File: src/rtl/pulse_meter.sv
// pulse_meter: synchronises an async pulse and measures its high width,
// period and count in clock cycles, with a sticky saturation flag.
module pulse_meter #(
   parameter int WIDTH = 8
) (
   input  logic             clock,
   input  logic             reset,
   input  logic             signal,
   input  logic             enable,
   output logic [WIDTH-1:0] high_width,
   output logic [WIDTH-1:0] period,
   output logic [WIDTH-1:0] pulse_count,
   output logic             valid,
   output logic             overflow
);

   localparam logic [WIDTH-1:0] MAX = '1;
   localparam logic [WIDTH-1:0] ONE = WIDTH'(1);

   typedef enum logic [1:0] {
      IDLE,
      HIGH,
      LOW
   } state_t;

   state_t state, state_n;

   logic s1, s2, s3;
   logic rise, fall;

   logic [WIDTH-1:0] hcnt, hcnt_n;
   logic [WIDTH-1:0] pcnt, pcnt_n;
   logic [WIDTH-1:0] hinc, pinc;
   logic [WIDTH-1:0] high_width_n, period_n, pulse_count_n;
   logic             valid_n, overflow_n;

   function automatic logic [WIDTH-1:0] sat_inc(input logic [WIDTH-1:0] v);
      return (v == MAX) ? MAX : v + ONE;
   endfunction

   assign rise = s2 & ~s3;
   assign fall = ~s2 & s3;
   assign hinc = sat_inc(hcnt);
   assign pinc = sat_inc(pcnt);

   always_ff @(posedge clock) begin
      if (!reset) begin
         s1          <= 1'b0;
         s2          <= 1'b0;
         s3          <= 1'b0;
         state       <= IDLE;
         hcnt        <= '0;
         pcnt        <= '0;
         high_width  <= '0;
         period      <= '0;
         pulse_count <= '0;
         valid       <= 1'b0;
         overflow    <= 1'b0;
      end else begin
         s1          <= signal;
         s2          <= s1;
         s3          <= s2;
         state       <= state_n;
         hcnt        <= hcnt_n;
         pcnt        <= pcnt_n;
         high_width  <= high_width_n;
         period      <= period_n;
         pulse_count <= pulse_count_n;
         valid       <= valid_n;
         overflow    <= overflow_n;
      end
   end

   // Reaching MAX through an increment is what marks saturation.
   always_comb begin
      state_n       = state;
      hcnt_n        = hcnt;
      pcnt_n        = pcnt;
      high_width_n  = high_width;
      period_n      = period;
      pulse_count_n = pulse_count;
      valid_n       = 1'b0;
      overflow_n    = overflow;
      if (!enable) begin
         state_n = IDLE;
      end else begin
         unique case (state)
            IDLE: begin
               if (rise) begin
                  hcnt_n        = ONE;
                  pcnt_n        = ONE;
                  pulse_count_n = pulse_count + ONE;
                  state_n       = HIGH;
               end
            end
            HIGH: begin
               pcnt_n = pinc;
               if (pinc == MAX) overflow_n = 1'b1;
               if (fall) begin
                  high_width_n = hcnt;
                  state_n      = LOW;
               end else begin
                  hcnt_n = hinc;
                  if (hinc == MAX) overflow_n = 1'b1;
               end
            end
            LOW: begin
               if (rise) begin
                  period_n      = pcnt;
                  valid_n       = 1'b1;
                  pulse_count_n = pulse_count + ONE;
                  hcnt_n        = ONE;
                  pcnt_n        = ONE;
                  state_n       = HIGH;
               end else begin
                  pcnt_n = pinc;
                  if (pinc == MAX) overflow_n = 1'b1;
               end
            end
            default: state_n = IDLE;
         endcase
      end
   end

endmodule
File: config.mk
export PLATFORM = sky130hd
export DESIGN_NAME = pulse_meter
export DESIGN_NICKNAME = d
export VERILOG_FILES = /design/src/rtl/pulse_meter.sv
export SDC_FILE = /design/constraint.sdc
export NUM_CORES = 1
export LEC_CHECK = 0
export CORE_MARGIN = 2
export CORE_UTILIZATION = 31
export DETAILED_ROUTE_END_ITERATION = 8
export GPL_ROUTABILITY_DRIVEN = 0
export PLACE_DENSITY = 0.59
export SYNTH_ARGS = -nofsm -noshare
export SYNTH_HDL_FRONTEND = slang
export SYNTH_SLANG_ARGS = --single-unit
File: constraint.sdc
create_clock -name clock -period 2.3 [get_ports clock]
set_input_delay 0.69 -clock clock [delete_from_list [all_inputs] [get_ports clock]]
set_output_delay 0.69 -clock clock [all_outputs]
set_load 0.01 [all_outputs]
==> results.md, run 1 <==
* Layout Nets at 345
* Syn nets at 304
* Pre-CTS WS at 13.01 ps
* Yosys top cell by area: dfxtp_1
* Die area at 8314 µm²
* Max-Slew Margin vs Limit at 62.02%
* Worst hold margin at 445.2 ps
* Dominant cells by area after synthesis: dfxtp_1, nand2_1, a21boi_0
* Setup-failing EPs final at 0
* Share of the synthesized area in the top cell type at 39.94%
* DP Area at 2845 µm²
* Cell Count, Final, Fillers Out at 434
* Setup ws final at 293.2 ps
* Top_reg_cell synth: dfxtp_1
* Leakage power at 1.041 nW
* WL/cell at 12.73 µm
* Max Cap Viol at 0
* Die width at 91.18 µm
* Core Region at 7292 µm²
* IO Count at 30
* Worst r2r src: state[1]$_SDFFE_PN0P_
* Final Util at 40.15%
* Hold endpoint: s2$_SDFF_PN0_
* Clock Skew at 6.161 ps
* FF-to-FF setup slack at 290 ps
* Post-synth cell types at 46
* CTS tree: yes
* Main combinational cell family by area after synthesis: simple AND/OR/NAND/NOR gates
* DR vias/cell at 4.952
* Post-synthesis compound-gate area fraction at 22.15%
* Mux cell area share after synthesis at 0.4780%
* Worst setup SP type: register
* Flops & latches, synth at 47
* Critical path required time at 2530 ps
* Post-Synth Adder-Cell Area at 3.717%
* HP Start: s1$_SDFF_PN0_
* PD cells at 466.4 nW/µm²
* # placed instances at 426
* Post-Synth Simple-Gate Area at 26.66%
* CTS buffer count at 5
* Pwr Total at 1.366 mW
* Total grt overflow at 0
* Status: completed
* R2r endpoint: hcnt[2]$_SDFFE_PN0P_
* Fmax at 498.3 MHz
* Post-Syn Instances at 293
* Port bufs at 29
* Worst Hold Class: reg2reg
* Seq/Total Area, Yosys at 39.94%
* Clk_lat worst skew at 300 ps
* RSZ-0062 raised after global routing: false
* Worst-margin pin slew at 565.9 ps
* Mapped Area at 2356 µm²
* Yosys warns at 0
* Mean area per synthesized cell at 8.041 µm²
* Vias at 2149
* Post-route DRC at 0
* Number of synthesized flops with an enable pin at 0
* CP Capture Type: register
* Setup_tns at 0 ps
* Gr usage total at 13.76%
* Area delta synth->final at 24.27%
* Drt first pass iters at 4
* Detail Placement HPWL at 3.933 mm
* Initial core utilization at 32.31%
* Final instance area at 2928 µm²
* Row count at 31
* Hold Path Stages at 1
* First-pass GRT wire length at 9.384 mm
* R2R depth at 7
* Clk sinks at 47
* Crit-path max FO at 8
* Crit share post-route at 87.25%
* Kind of critical path: reg2reg
* Count leader, synth: nand2_1
* Ys async rst share at 0%
* Reg clk slew, reported paths at 80 ps
* Final Max Slew Viols at 0
* Final Hold Fails at 0
* Final min period at 2007 ps
* Largest net degree at the start of global routing at 39
* Max Buffers Root-to-Sink at 2
* Setup bufs post-CTS at 0
* Die H at 91.18 µm
* CP arrival at 2240 ps
* N_diodes at 0
* Share of cells above drive strength 1 at 8.955%
* WL final at 5.524 mm
* Initial antenna violation count at 0
* DRT iter0 DRCs at 118
* Area share of xor/xnor cells in the synthesized design at 3.717%
* Antenna Nets Post-Route at 0
* Vias in the first global route at 1923
* Maximum VDD drop at 0.2167 mV
* Commonest cells in the netlist: nand2_1, dfxtp_1, nor2_1, o21ai_0, a21boi_0
* CTS H-Tree Depth at 2
* Clock root buffer: clkbuf_8
[worst max-delay path: stages (launching register included)]
cell      delay [ps]
dfxtp_1          410
inv_1             80
ha_1             250
nor2_1           250
nor2_1           100
o21ai_1          480
o21ai_0          200
a21boi_0         160
[final cells by class]
cell class,count,area (µm²)
fill,785,4364
multi-input combinational,227,1338
sequential,47,940.9
timing repair buffer,46,417.9
tap,99,123.9
clock buffer,7,76.32
inverter,7,26.28
clock inverter,1,5.005
[sequential cells by signal, indices dropped and copies added, names as in the netlist]
signal and flops:
s3 1, valid 1, pcnt 8, s2 1, period 8, s1 1, overflow 1, pulse_count 8
high_width 8, hcnt 8, state 2
[power breakdown]
group          total (mW)  internal [mW]  switching, mW
combinational      0.0647         0.0295         0.0352
sequential          0.822          0.817        0.00422
clock               0.479          0.214          0.266
[worst max-delay path by stage]
stage                           from                     to  slack (ps)  depth (start not counted)
6_report       state[1]$_SDFFE_PN0P_   hcnt[2]$_SDFFE_PN0P_         290                          7
5_1_grt        state[0]$_SDFFE_PN0P_   hcnt[4]$_SDFFE_PN0P_          50                          7
4_1_cts         pcnt[1]$_SDFFE_PN0P_  overflow$_SDFFE_PN0P_         280                          6
3_5_place_dp                  enable   pcnt[6]$_SDFFE_PN0P_          10                          7
3_3_place_gp                  enable   pcnt[3]$_SDFFE_PN0P_          40                          7
2_1_floorplan                 enable   pcnt[6]$_SDFFE_PN0P_         350                          6
[metal layers]
metal / global-route usage [%] / vias to the layer above / wire length (µm)
met5: 0 / - / 0
met4: 3.283 / 0 / 39
met3: 3.402 / 4 / 276
met2: 21.73 / 62 / 2550
met1: 18.88 / 982 / 2657
li1: - / 1101 / -
[cell families after synthesis]
| family | after synthesis |
|---|---|
| AOI/OAI and AO/OA | 78 |
| and+or+nand+nor | 131 |
| buffers and inverters | 19 |
| DFF | 47 |
| muxes | 1 |
| xor gates and xnor gates | 10 |
| adders and majority gates | 7 |
[repair_timing]
action | in CTS | in global routing
gates resized for setup | 0 | 1
hold buffers | 0 | 0
setup endpoints to repair | 0 | 1
[layout by cell type, fill, tap and decap left out, drive strengths merged, types with 9 or more instances in the layout]
cell,netlist,routed
o21ai,25,25
nor2,24,24
buf,5,17
dfxtp,47,47
and2,9,9
nand2,53,53
a21oi,10,10
a21boi,21,21
nand3,14,14
clkdlybuf4s50,0,29
Note: power is estimated with default switching activity, not from simulation.
==> run 2: changes to the inputs <==
Settings changed: GPL_TIMING_DRIVEN from default to 0.
==> results.md, run 2 (same netlist as run 1, synthesis figures left out) <==
* Status: completed
* PD cells at 516.7 nW/µm² (+11%)
* Cts hold-fix bufs at 0 (unchanged)
* Cell Count, Final, Fillers Out at 427 (-1.6%)
* Clock Skew at 5.922 ps (-0.2393 ps)
* WL/cell at 13.01 µm (+2.2%)
* DP Area at 2760 µm² (-3.0%)
* Worst-margin pin slew at 727.5 ps (+161.6 ps)
* Hold Path Stages at 1 (unchanged)
* Antenna Nets Post-Route at 0 (unchanged)
* Clk sinks at 47 (unchanged)
* Crit-path max FO at 10 (+2)
* CTS H-Tree Depth at 2 (unchanged)
* Port bufs at 28 (-3.4%)
* Leakage power at 0.9967 nW (-4.2%)
* Fill cells at 818 (+4.2%)
* Most common cell after layout, fill and taps aside: nand2_1
* Pwr Total at 1.479 mW (+8.3%)
* # resized after CTS at 0 (unchanged)
* N_diodes at 0 (unchanged)
* Drt first pass iters at 4 (unchanged)
* Die area at 8314 µm² (unchanged)
* Initial antenna violation count at 0 (unchanged)
* Setup_tns at 0 ps (unchanged)
* Setup ws final at 211.3 ps (-81.89 ps)
* Initial core utilization at 32.31% (unchanged)
* Gr usage total at 13.79% (+0.029 points)
* Clk_lat worst skew at 300 ps (about the same)
* Total grt overflow at 0 (unchanged)
* Core Region at 7292 µm² (unchanged)
* Crit share post-route at 90.81% (+3.6 points)
* CP arrival at 2320 ps (+80 ps)
* Final Hold Fails at 0 (unchanged)
* IO Count at 30 (unchanged)
* Final min period at 2089 ps (+81.89 ps)
* Row count at 31 (unchanged)
* Post-route DRC at 0 (unchanged)
* DRT iter0 DRCs at 101 (-14%)
* Max Cap Viol at 0 (unchanged)
* First-pass GRT wire length at 9.439 mm (+0.59%)
* Die width at 91.18 µm (unchanged)
* Most frequent cells in the layout: nand2_1, dfxtp_1, clkdlybuf4s50_1
* CTS tree: yes
* Kind of critical path: in2reg
* Setup-failing EPs final at 0 (unchanged)
* Area delta synth->final at 21.51%
* CTS buffer count at 5 (unchanged)
* # placed instances at 420 (-1.4%)
* Reg clk slew, reported paths at 90 ps (about the same)
* Setup bufs post-CTS at 0 (unchanged)
* Max-Slew Margin vs Limit at 51.13% (-11 points)
* Critical path required time at 2530 ps (about the same)
* Fmax at 478.8 MHz (-3.9%)
* CP Capture Type: register
* WL final at 5.557 mm (+0.60%)
* Detail Placement HPWL at 3.924 mm (-0.24%)
* Final instance area at 2863 µm² (-2.2%)
* Share of cells above drive strength 1 at 5.793% (-3.2 points)
* Worst Hold Class: reg2reg
* Largest net degree at the start of global routing at 14 (-64%)
* Vias at 2107 (-2.0%)
* Die H at 91.18 µm (unchanged)
* Max Buffers Root-to-Sink at 2 (unchanged)
* Pre-CTS WS at -164.2 ps (-177.2 ps)
* RSZ-0062 raised after global routing: true
* Worst setup SP type: input pin
* DR vias/cell at 4.934 (-0.35%)
* Clock root buffer: clkbuf_8
* R2R depth at 8 (+1)
* Layout Nets at 339 (-1.7%)
* Vias in the first global route at 1994 (+3.7%)
* Maximum VDD drop at 0.2032 mV (-6.2%)
* Final Max Slew Viols at 0 (unchanged)
run 2: worst max-delay path, stage by stage:
cell and delay, ps:
clkdlybuf4s50_1 510, clkbuf_1 430, clkinv_1 440, a31oi_1 240
run 2: metrics by stage:
step | util [%] | hold slack (ps)
3_3_place_gp | 37.85 | 414.1
5_1_grt | 39.26 | 455.4
2_1_floorplan | - | 411.9
6_report | 39.26 | 436.7
3_5_place_dp | 37.85 | 418.7
4_1_cts | 39.26 | 439.7
run 2: final cells by class:
| cell class | instances | area, µm² | share of cell area [%] |
|---|---|---|---|
| well taps | 99 | 123.9 | 4.327 |
| plain buffers | 12 | 52.55 | 1.836 |
| inverters | 7 | 26.28 | 0.9178 |
| multi-input cells | 227 | 1336 | 46.68 |
| repair buffers | 28 | 280.3 | 9.790 |
| clock inverters | 1 | 30.03 | 1.049 |
| flip-flops and latches | 47 | 940.9 | 32.87 |
| clock buffers | 6 | 72.57 | 2.535 |
run 2: report_power, final:
part | internal [mW] | switching, mW | total, mW
Sequential | 0.818 | 0.00510 | 0.823
Clock | 0.319 | 0.279 | 0.598
Combinational | 0.0228 | 0.0355 | 0.0583
Total | 1.16 | 0.320 | 1.48
run 2: final timing paths:
kind / startpoint / to / slack (ps)
setup / recovery: reset / pcnt[3]$_SDFFE_PN0P_ / 210
hold / removal: s1$_SDFF_PN0_ / s2$_SDFF_PN0_ / 440
setup reg to reg: state[0]$_SDFFE_PN0P_ / hcnt[3]$_SDFFE_PN0P_ / 230
hold reg to reg: s1$_SDFF_PN0_ / s2$_SDFF_PN0_ / 440
run 2: metal layers:
layer / part of all wire [%] / vias to the layer above / track usage, %
met5: 0 / - / 0
met1: 49 / 972 / 17.70
met2: 46 / 41 / 23.70
met4: 1.2 / 0 / 3.788
li1: - / 1086 / -
met3: 3.6 / 8 / 2.490
==> RTL edit (settings of run 2) <==
Change the parameter `WIDTH` from 8 to 12.
--- a/src/rtl/pulse_meter.sv
+++ b/src/rtl/pulse_meter.sv
@@ -2,5 +2,5 @@
 // period and count in clock cycles, with a sticky saturation flag.
 module pulse_meter #(
-   parameter int WIDTH = 8
+   parameter int WIDTH = 12
 ) (
    input  logic             clock,
Ports: changed (resized high_width, period and pulse_count); port bits go from 30 to 42. The function was not compared with the original's and may differ.
==> RTL edit against run 2 <==
  * Setup slack got worse by 0.089 ns
  * Non-clock buffer count rose by 28
  * Register-to-register slack got worse by 0.11 ns
  * Die area rose by 39%
  * Count of clock-buffer cells in the layout rose by 6
  * Critical path depth rose by 4
  * Area after synthesis rose by 41%
  * Design area rose by 45%
  * Power rose by 61%
  * Via count rose by 52%
  * Sequential cell count rose by 20
  * Wire length rose by 57%
  * Utilization rose by 0.65 points
  * Critical path type is now flip-flop to flip-flop
  * Largest cell class unchanged
==> RTL edit: results (changes against run 2) <==
### Run status
* run status: complete, no violations

### Global route
* first-pass GRT wire length: 14300 µm, +51%
* pin count of the biggest net entering global routing: 12, -2
* number of global-route vias before repair: 2876, +44%
* met1 Use GR: 22.0%, +4.3 points
* overall fraction of global-route tracks in use: 15.8%, +2.0 points
* fraction of met3 tracks used by global routing: 2.91%, +0.42 points
* GR Util met2: 22.9%, -0.78 points

### Placed design
* count of buffers from port buffering: 40, +43%
* total half-perimeter wirelength after legalization and detailed placement: 6230 µm, +59%
* Post-Place Worst Slack: -0.218 ns, -0.0541 ns

### Drt
* Detailed Routing Iterations Pass 1: 5, +1
* sum of routed wire segments on met1: 4290 µm, +58%
* starting DRC count in detailed routing: 308, +200%
* DR WL met3: 490 µm, +150%
* metal2 WL: 3710 µm, +44%
* Via Count: 3207, +52%
* average wire length per cell after detail routing: 14.2 µm, +9.0%

### Setup path
* Critical Path Source Type: flip-flop
* delay-heaviest family, CP: simple AND/OR/NAND/NOR gates
* CP max-delay cell: sky130_fd_sc_hd__dfxtp_1
* maximum single-stage delay on the critical path: 0.39 ns, -0.12 ns
* flop-to-flop setup slack: 0.12 ns, -0.11 ns
* Data arrival, critical path: 2.43 ns, +0.11 ns
* endpoint of the lowest-slack register-to-register path: hcnt[8]

### Timing
* Layout Skew: 0.00595 ns, +0.0000299 ns
* post-route clock period utilization: 94.7%, +3.9 points
* number of max-slew violations in the final report: 0, unchanged
* worst rel slew slack: 60.0%, +8.9 points

### Job
* count of max-cap constraint violations: 0, unchanged

### Clocking
* number of levels the H-tree was split into: 3, +1
* clock latency on the worst-skew pair: 0.36 ns, +0.06 ns
* number of CTS-inserted buffers: 9, +4
* clock transition at the register clock pins on the worst setup and hold paths after CTS: 0.07 ns, -0.02 ns

### Logic synthesis
* xor and xnor fraction of the mapped netlist area: 2.91%, -0.81 points
* post-synthesis compound-gate area fraction: 22.0%, -0.11 points
* synth cell count leaders: sky130_fd_sc_hd__nand2_1 (87), sky130_fd_sc_hd__dfxtp_1 (67), sky130_fd_sc_hd__a21oi_1 (36)
* share of the yosys chip area belonging to registers: 40.5%, +0.58 points
* ranking of synthesized cells by area: sky130_fd_sc_hd__dfxtp_1 (41%), sky130_fd_sc_hd__nand2_1 (9.9%), sky130_fd_sc_hd__a21oi_1 (5.4%)
* post-synthesis adder-cell area fraction: 2.65%, -1.1 points
* top-area cell type share of the netlist area: 40.5%, +0.58 points
* number of distinct library cell variants in the gate-level netlist after synthesis: 56, +22%
* proportion of synthesized area in mux cells: 0.302%, -0.18 points
* net count of the mapped netlist: 436, +43%

### Pwr
* worst supply voltage drop on vdd: 208 µV, +2.3%
* Leakage: 1.37 nW, +37%

### Finish
* share of post-route cells with drive strength above 1: 8.32%, +2.5 points
* Filler Cell Count: 1052, +29%
* # nets final: 487, +44%

### Worst hold path
* class of the tightest hold or removal check: flip-flop to flip-flop

RTL edit: changes by cell type in the layout (fill, tap and decap cells not counted), moves of 7 or more:
cell | run 2 | this run
sky130_fd_sc_hd__dfxtp_1 | 47 | 66
sky130_fd_sc_hd__or3_1 | 0 | 8
sky130_fd_sc_hd__nor2_1 | 24 | 31
sky130_fd_sc_hd__clkdlybuf4s50_1 | 28 | 40
sky130_fd_sc_hd__nand2_1 | 53 | 87
sky130_fd_sc_hd__a21oi_1 | 10 | 36
sky130_fd_sc_hd__clkbuf_1 | 7 | 19
sky130_fd_sc_hd__o22ai_1 | 0 | 7
RTL edit: what timing repair did:
action                                  in CTS  in global routing
gates cloned                                 0                  0
buffers inserted                             0                  0
endpoints found under the setup margin       1                  9
resized for setup                            1                  6
hold buffers                                 0                  0
RTL edit: power by group:
group / total (mW) / internal (mW) / switching [mW] / leakage, nW
sequential: 1.17 / 1.16 / 0.00566 / 0.541
combinational: 0.0762 / 0.0251 / 0.0511 / 0.714
clock: 1.14 / 0.668 / 0.467 / 0.113
RTL edit: worst min path at each step:
stage / startpoint / endpoint / slack (ns) / depth (start not counted)
floorplan: s1 / s2 / 0.41 / 1
global placement: s1 / s2 / 0.42 / 1
detailed placement: s1 / s2 / 0.43 / 1
CTS: s1 / s2 / 0.45 / 1
global route: high_width[9] / high_width[9] / 0.48 / 2
finish: s1 / s2 / 0.45 / 1
RTL edit: logic make-up (layout without fill, tap and decap cells):
group | after synthesis | in the layout
simple gates | 184 | 184
compound gates | 115 | 115
flops | 67 | 67
buf+inv | 40 | 96
xor+xnor | 11 | 11
fa+ha+maj | 7 | 7
mux | 1 | 1
RTL edit: layout make-up:
class | count | share of cell area [%]
multi-input combinational | 318 | 44.2
sequential | 67 | 32.4
timing repair buffer | 40 | 9.67
tap | 136 | 4.11
clock buffer | 12 | 3.75
buffer | 28 | 3.02
clock inverter | 4 | 1.75
inverter | 12 | 1.09
RTL edit: metrics by stage:
step | cells | util (%) | instance area, µm² | hold WS, ns
6_report | 617 | 39.9 | 4140 | 0.447
5_1_grt | 617 | 39.9 | 4140 | 0.480
4_1_cts | 617 | 39.7 | 4120 | 0.446
3_5_place_dp | 601 | 37.4 | 3880 | 0.428
3_3_place_gp | 601 | 37.4 | 3880 | 0.416
2_1_floorplan | 425 | - | 3310 | 0.412
RTL edit: worst register-to-register path, delay by kind of cell, from the launching register on:
kind                     cells  cell delay, ns
AND/OR/NAND/NOR              2            0.64
AO/OA/AOI/OAI                3            0.59
buffers and inverters        2            0.26
adder cells (fa/ha/maj)      1            0.19
flip-flops                   1            0.39
